### config.mk
export PLATFORM = sky130hd
export DESIGN_NAME = mem_access_ctrl
export DESIGN_NICKNAME = d
export VERILOG_FILES = /design/src/rtl/mem_access_ctrl.sv
export SDC_FILE = /design/constraint.sdc
export NUM_CORES = 1
export LEC_CHECK = 0
export ABC_CLOCK_PERIOD_IN_PS = 2150
export BUFFER_PORTS_ARGS = -buffer_cell sky130_fd_sc_hd__buf_2
export CORE_ASPECT_RATIO = 1.75
export CORE_MARGIN = 3
export CORE_UTILIZATION = 50
export CTS_BUF_LIST = sky130_fd_sc_hd__clkbuf_4 sky130_fd_sc_hd__clkbuf_8
export DETAILED_ROUTE_END_ITERATION = 8
export PLACE_DENSITY = 0.76
export SETUP_SLACK_MARGIN = 0.5
export SKIP_LAST_GASP = 1
export SYNTH_ARGS = -nofsm -noshare
export SYNTH_HDL_FRONTEND = slang
export SYNTH_SLANG_ARGS = --single-unit
### constraint.sdc
create_clock -name clk -period 2.15 [get_ports clk]
set_input_delay 0.3225 -clock clk [delete_from_list [all_inputs] [get_ports clk]]
set_output_delay 0.3225 -clock clk [all_outputs]
set_load 0.02 [all_outputs]
### src/rtl/mem_access_ctrl.sv
// Memory access controller: 2-entry request FIFO feeding a single-port memory
// through an IDLE/ISSUE/CAPTURE/RESP sequencer with one outstanding read.
module mem_access_ctrl #(
   parameter int unsigned ADDR_W = 4,
   parameter int unsigned DATA_W = 4
) (
   input  logic              clk,
   input  logic              rst,
   input  logic              req_valid,
   output logic              req_ready,
   input  logic              req_write,
   input  logic [ADDR_W-1:0] req_addr,
   input  logic [DATA_W-1:0] req_wdata,
   output logic              resp_valid,
   input  logic              resp_ready,
   output logic [DATA_W-1:0] resp_data,
   output logic              wr_done,
   output logic              busy,
   output logic [ADDR_W-1:0] M_add,
   output logic [DATA_W-1:0] M_wd,
   output logic              M_we,
   output logic              M_re,
   input  logic [DATA_W-1:0] M_rd
);

   localparam int unsigned EntW = 1 + ADDR_W + DATA_W;

   typedef enum logic [1:0] {StIdle, StIssue, StCapture, StResp} state_e;

   state_e            state_q, state_d;
   logic [1:0]        count_q, count_d;
   logic [EntW-1:0]   fifo0_q, fifo0_d;
   logic [EntW-1:0]   fifo1_q, fifo1_d;
   logic [EntW-1:0]   cur_q, cur_d;
   logic              resp_valid_q, resp_valid_d;
   logic [DATA_W-1:0] resp_data_q, resp_data_d;
   logic              wr_done_q, wr_done_d;

   logic              push, pop;
   logic [EntW-1:0]   req_entry;
   logic              cur_write;
   logic [ADDR_W-1:0] cur_addr;
   logic [DATA_W-1:0] cur_wdata;

   assign req_entry = {req_write, req_addr, req_wdata};
   assign {cur_write, cur_addr, cur_wdata} = cur_q;

   // Ready depends on occupancy only, so a full FIFO never accepts even if it pops.
   assign req_ready  = (count_q < 2'd2);
   assign push       = req_valid & req_ready;
   assign busy       = (count_q != 2'd0) | (state_q != StIdle);
   assign resp_valid = resp_valid_q;
   assign resp_data  = resp_data_q;
   assign wr_done    = wr_done_q;

   // FIFO: fifo0 is always the head; a pop shifts fifo1 down.
   always_comb begin
      fifo0_d = fifo0_q;
      fifo1_d = fifo1_q;
      if (pop) begin
         fifo0_d = fifo1_q;
         fifo1_d = '0;
      end
      if (push) begin
         if ((count_q == 2'd0) || ((count_q == 2'd1) && pop)) begin
            fifo0_d = req_entry;
         end else begin
            fifo1_d = req_entry;
         end
      end
      count_d = count_q + {1'b0, push} - {1'b0, pop};
   end

   always_comb begin
      state_d      = state_q;
      cur_d        = cur_q;
      pop          = 1'b0;
      resp_valid_d = resp_valid_q;
      resp_data_d  = resp_data_q;
      wr_done_d    = 1'b0;
      unique case (state_q)
         StIdle: begin
            if (count_q != 2'd0) begin
               pop     = 1'b1;
               cur_d   = fifo0_q;
               state_d = StIssue;
            end
         end
         StIssue: begin
            if (cur_write) begin
               wr_done_d = 1'b1;
               if (count_q != 2'd0) begin
                  pop   = 1'b1;
                  cur_d = fifo0_q;
               end else begin
                  state_d = StIdle;
               end
            end else begin
               state_d = StCapture;
            end
         end
         StCapture: begin
            resp_data_d  = M_rd;
            resp_valid_d = 1'b1;
            state_d      = StResp;
         end
         StResp: begin
            if (resp_ready) begin
               resp_valid_d = 1'b0;
               if (count_q != 2'd0) begin
                  pop     = 1'b1;
                  cur_d   = fifo0_q;
                  state_d = StIssue;
               end else begin
                  state_d = StIdle;
               end
            end
         end
         default: state_d = StIdle;
      endcase
   end

   always_comb begin
      M_we  = 1'b0;
      M_re  = 1'b0;
      M_add = '0;
      M_wd  = '0;
      if (state_q == StIssue) begin
         M_we  = cur_write;
         M_re  = ~cur_write;
         M_add = cur_addr;
         M_wd  = cur_wdata;
      end
   end

   always_ff @(posedge clk or posedge rst) begin
      if (rst) begin
         state_q      <= StIdle;
         count_q      <= 2'd0;
         fifo0_q      <= '0;
         fifo1_q      <= '0;
         cur_q        <= '0;
         resp_valid_q <= 1'b0;
         resp_data_q  <= '0;
         wr_done_q    <= 1'b0;
      end else begin
         state_q      <= state_d;
         count_q      <= count_d;
         fifo0_q      <= fifo0_d;
         fifo1_q      <= fifo1_d;
         cur_q        <= cur_d;
         resp_valid_q <= resp_valid_d;
         resp_data_q  <= resp_data_d;
         wr_done_q    <= wr_done_d;
      end
   end

endmodule

* Yosys cells after proc, flatten, opt, wreduce, memory -nomap -nowiden *
Cells that the tools add are included.

operators by class
  $add $sub $neg = 2
  $mul = 0
  div/mod/pow operators = 0
  order comparisons = 1
  equal/unequal tests = 9
  shift operators = 0
  multiplexer cells = 29
  bitwise operators = 3
  reductions and logical operators = 12

operators with widths
  operator            count
  $mux 9              10
  $pmux 9 s3          1
  $mux 1              9
  $mux 2              4
  $mux 4              2
  $ne 2x2->1 const B  4
  $pmux 2 s4          1
  $reduce_bool 2->1   3
  $eq 2x1->1 const B  2
  $eq 2x2->1 const B  2
  $logic_not 2->1     2
  $reduce_and 2->1    2
  $reduce_and 4->1    1
  $ne 3x3->1 const B  1
  $pmux 1 s3          1
  $reduce_and 3->1    1
  $reduce_bool 3->1   1
  $add 2x1->2         1
  $lt 2x2->1 const B  1
  $pmux 1 s2          1
  $sub 2x1->2         1
  $and 1x1->1         1
  $logic_and 1x1->1   1
  $logic_or 1x1->1    1
  2 further kinds     2

word-level totals
  flip-flop bits (word level) = 37
  bits in latches = 0
  RAM bits = 0
  ROM bits = 0
  bits of input ports = 17
  output and inout port bits = 18
  logic and storage cells = 65
  memories = 0

* Depth between registers and ports, before layout *
  word-level depth = 8
  mapped depth = 9
  gate-level depth less buffers = 7

* Worst setup path before layout *
No wires, ideal clock.

  path kind = reg2reg
  from = register state_q[0]
  to = register count_q[1]
  setup time = 0.140 ns
  arrival time = 1.961 ns
  path slack = 0.050 ns
  stages on the path, launching flop included = 10
  buffers on the path = 2
  clock period less this slack = 2.100 ns
  cells stage by stage = dfrtp_1 -> buf_6 -> or3b_1 -> inv_2 -> nor3_4 -> buf_2 -> xnor2_1 -> ha_1 -> nor4bb_1 -> a221oi_1

between the ends
  longest elaborated chain between the ends = 3

RTL lines
  element                             RTL line  text
  from (decl)                         30        state_e state_q, state_d;
  from (signal assigned)              138       state_q <= StIdle;
  from (signal assigned)              147       state_q <= state_d;
  $eq 2x2->1 (tied with other cells)  81        unique case (state_q)
  $pmux 1 s3 *                        81
  $sub 2x1->2 *                       71        count_d = count_q + {1'b0, push} - {1'b0, pop};
  via count_d[1]                      31        logic [1:0] count_q, count_d;
  to (signal assigned)                148       count_q <= count_d;
  to (decl)                           31

Mark *: on every way through the listed nets, which the timed path passes. The rest lies on a longest branch.
A chain may end at the register's enable or synchronous reset.

==> flow_summary.yaml <==
outcome:
  outcome: "finished clean"
placed_design:
  dpl-instance-area_mm2: 0.00199
  gp_congestion: 0.825
  dp_slack_ps: 184
  dp_hpwl_um: 2540
  dp.cells: 233
  placement.io_buffers: 34
floorplanning:
  rows: 28
  initial_core_util: 0.521
  core_area_mm2: 0.00340
  dieWidth_um: 51.0
  die-area_mm2: 0.00432
  die_y_um: 84.7
  ios: 35
yosys:
  ys_ff_latch: 37
  yosysUniqueCellTypes: 37
  synth_edf_count: 0
  synth_top_area_share: 0.523
  synthArstFlopShare: 1.00
  syn_area_mm2: 0.00177
  synth_area_leaders: "dfrtp_1 (52%), mux2_2 (7.6%), inv_1 (6.6%)"
  synth.yosys.seq_area_share: 0.523
  ys.flop_type: "dfrtp_1"
  syn_nets: 175
  yosys.area.top_type: "dfrtp_1"
  synth.most_common_cell: "dfrtp_1"
  synthCells: 157
  yosys-top-cells-count: "dfrtp_1 (37), inv_1 (31), mux2_2 (12), nor2_1 (12)"
  ys_warn_count: 0
  avgSynthCellArea_um2: 11.3
timing:
  rsz0062_at_grt: "yes"
  timing.final.crit_share: 0.869
  setup_viol: 0
  slew_headroom: 0.686
  tightestPinTransition_ps: 471
  min_period_ps: 1870
  fmax_mhz: 535
  finalMaxSlewViolations: 0
  fin_hold_ws_ps: 139
  hold_viol_final: 0
  skew_ps: 6.23
  finalSetupTns_ps: 0
  setup_slack_ps: 282
cts:
  ctsHoldBuffers: 0
  cts_tree: "yes"
  clock_sinks: 37
  root_buffer: "clkbuf_8"
  cts_buffers: 5
  clk_latency_ps: 280
  htree_num_levels: 2
  clock_path_buffers: 2
  clk_pin_slew_ps: 70
power:
  power_per_cell_area_mw_per_mm2: 1780
  total_power_mw: 4.19
  combPwrFrac: 0.583
  ir_worst_vdd_mv: 0.904
  p_switching_mw: 1.59
  cellInternalPower_mw: 2.60
  swShare: 0.379
  power.leakage_nw: 1.21
  seqPwrFrac: 0.301
  p_clk_frac: 0.116
grt:
  grt_first_pass_wirelength_um: 6460
  grt_pass1_vias: 1388
  grt_use_total: 0.197
  gr-total-overflow: 0
  antenna_found_initial: 0
  grt_max_degree: 38
finish:
  syn_to_final_growth_pct: 32.8
  n_fill_cell: 264
  diodes: 0
  final_cells: 254
  final_area_mm2: 0.00235
  drive_gt1_frac: 0.493
  nets: 227
  finish.utilization: 0.691
drt:
  via_count: 1339
  drtPass1Iterations: 6
  via_per_inst: 5.27
  drc_errors: 0
  drt_wl_total_um: 3920
  ant_nets: 0
  avgRoutedWirePerCell_um: 15.4
  drt-initial-drc-count: 64
critical_path:
  cp_slowest_stage_delay_ps: 450
  critPathSlowestCell: "dfrtp_2"
  cp_cell_sequence: "or3b_4 -> clkinv_4 -> nor3_4 -> xnor2_2 -> ha_2 -> a311oi_2 -> a221oi_2"
  crit_fanout: 5
  r2r_cells: 7
  start_kind: "flop"
  cp.arrival_ps: 2020
  critPathRequiredTime_ps: 2310
  setup.worst_path.end_class: "flop"
  worstSetupPathType: "reg -> reg"
flow_run:
  cap_viol_max_count: 0
worst_hold_path:
  hold_class: "in -> async"
==> cells by family (layout without fill, tap and decap cells) <==
family / count (synthesis) / in the layout / synth area share
AO/OA/AOI/OAI: 20 / 20 / 0.108
XOR/XNOR: 1 / 1 / 0.00495
adder cells (fa/ha/maj): 1 / 1 / 0.00707
buffers and inverters: 40 / 92 / 0.102
flip-flops: 37 / 37 / 0.523
multiplexers: 21 / 21 / 0.127
AND/OR/NAND/NOR: 37 / 37 / 0.127
==> layout make-up <==
| class | count | area (µm²) | share of cell area |
|---|---|---|---|
| multi-input combinational | 80 | 758 | 0.323 |
| timing repair buffer | 53 | 389 | 0.166 |
| sequential | 37 | 931 | 0.396 |
| tap | 45 | 56.3 | 0.0240 |
| clock buffer | 7 | 90.1 | 0.0383 |
| inverter | 32 | 125 | 0.0532 |
==> what timing repair did <==
action,4_1_cts,5_1_grt
cloned,0,0
setup buffers,11,3
pin swaps,13,8
endpoints found under the setup margin,29,37
resized for setup,41,11
==> critical path, delay by kind of cell, from the launching register on <==
| kind | cells | cell delay (ps) |
|---|---|---|
| simple gates | 2 | 490 |
| flops | 1 | 450 |
| compound gates | 2 | 380 |
| fa+ha+maj | 1 | 210 |
| xor+xnor | 1 | 140 |
| buf+inv | 1 | 80 |
==> power groups by stage <==
stage               registers (mW)  logic (mW)  clock network (mW)
floorplan                     1.28        1.45                   0
global placement              1.30        1.72                   0
detailed placement            1.33        1.78                   0
CTS                           1.26        2.26               0.500
global route                  1.31        2.65               0.527
finish                        1.26        2.44               0.486
==> metal layers <==
| metal | global-route usage | up-vias | share of wire |
|---|---|---|---|
| li1 | - | 636 | - |
| met5 | 0 | - | 0 |
| met2 | 0.360 | 48 | 0.55 |
| met1 | 0.215 | 643 | 0.36 |
| met4 | 0.0735 | 0 | 0.031 |
| met3 | 0.0409 | 12 | 0.055 |
==> layout by cell type (no fill, tap or decap), drive strengths merged, types with 2 or more instances in the layout <==
cell type / n
a311oi: 2
dfrtp: 37
mux2: 12
mux2i: 9
nand2: 2
buf: 53
nor3: 2
and2: 9
a222oi: 9
nor2b: 2
nor2: 12
clkbuf: 7
o32a: 2
inv: 31
nor4bb: 3
==> worst paths after layout <==
check | startpoint | endpoint | slack, ps
max | flop | count_q[1] | 280
min | rst | fifo0_q[3] | 140
max reg2reg | flop | count_q[1] | 280
min reg2reg | resp_valid | resp_valid | 500
max in group asynchronous | rst | count_q[0] | 1650
min in group clk | M_rd[1] | resp_data[1] | 270
==> state kept, by name (all words and copies together) (netlist names), named ones only <==
signal and flops:
wr_done 1, fifo1_q 9, resp_data 4, count_q 2
state_q 1, cur_q 9, resp_valid 1, fifo0_q 9
(Power assumes the default switching activity.)
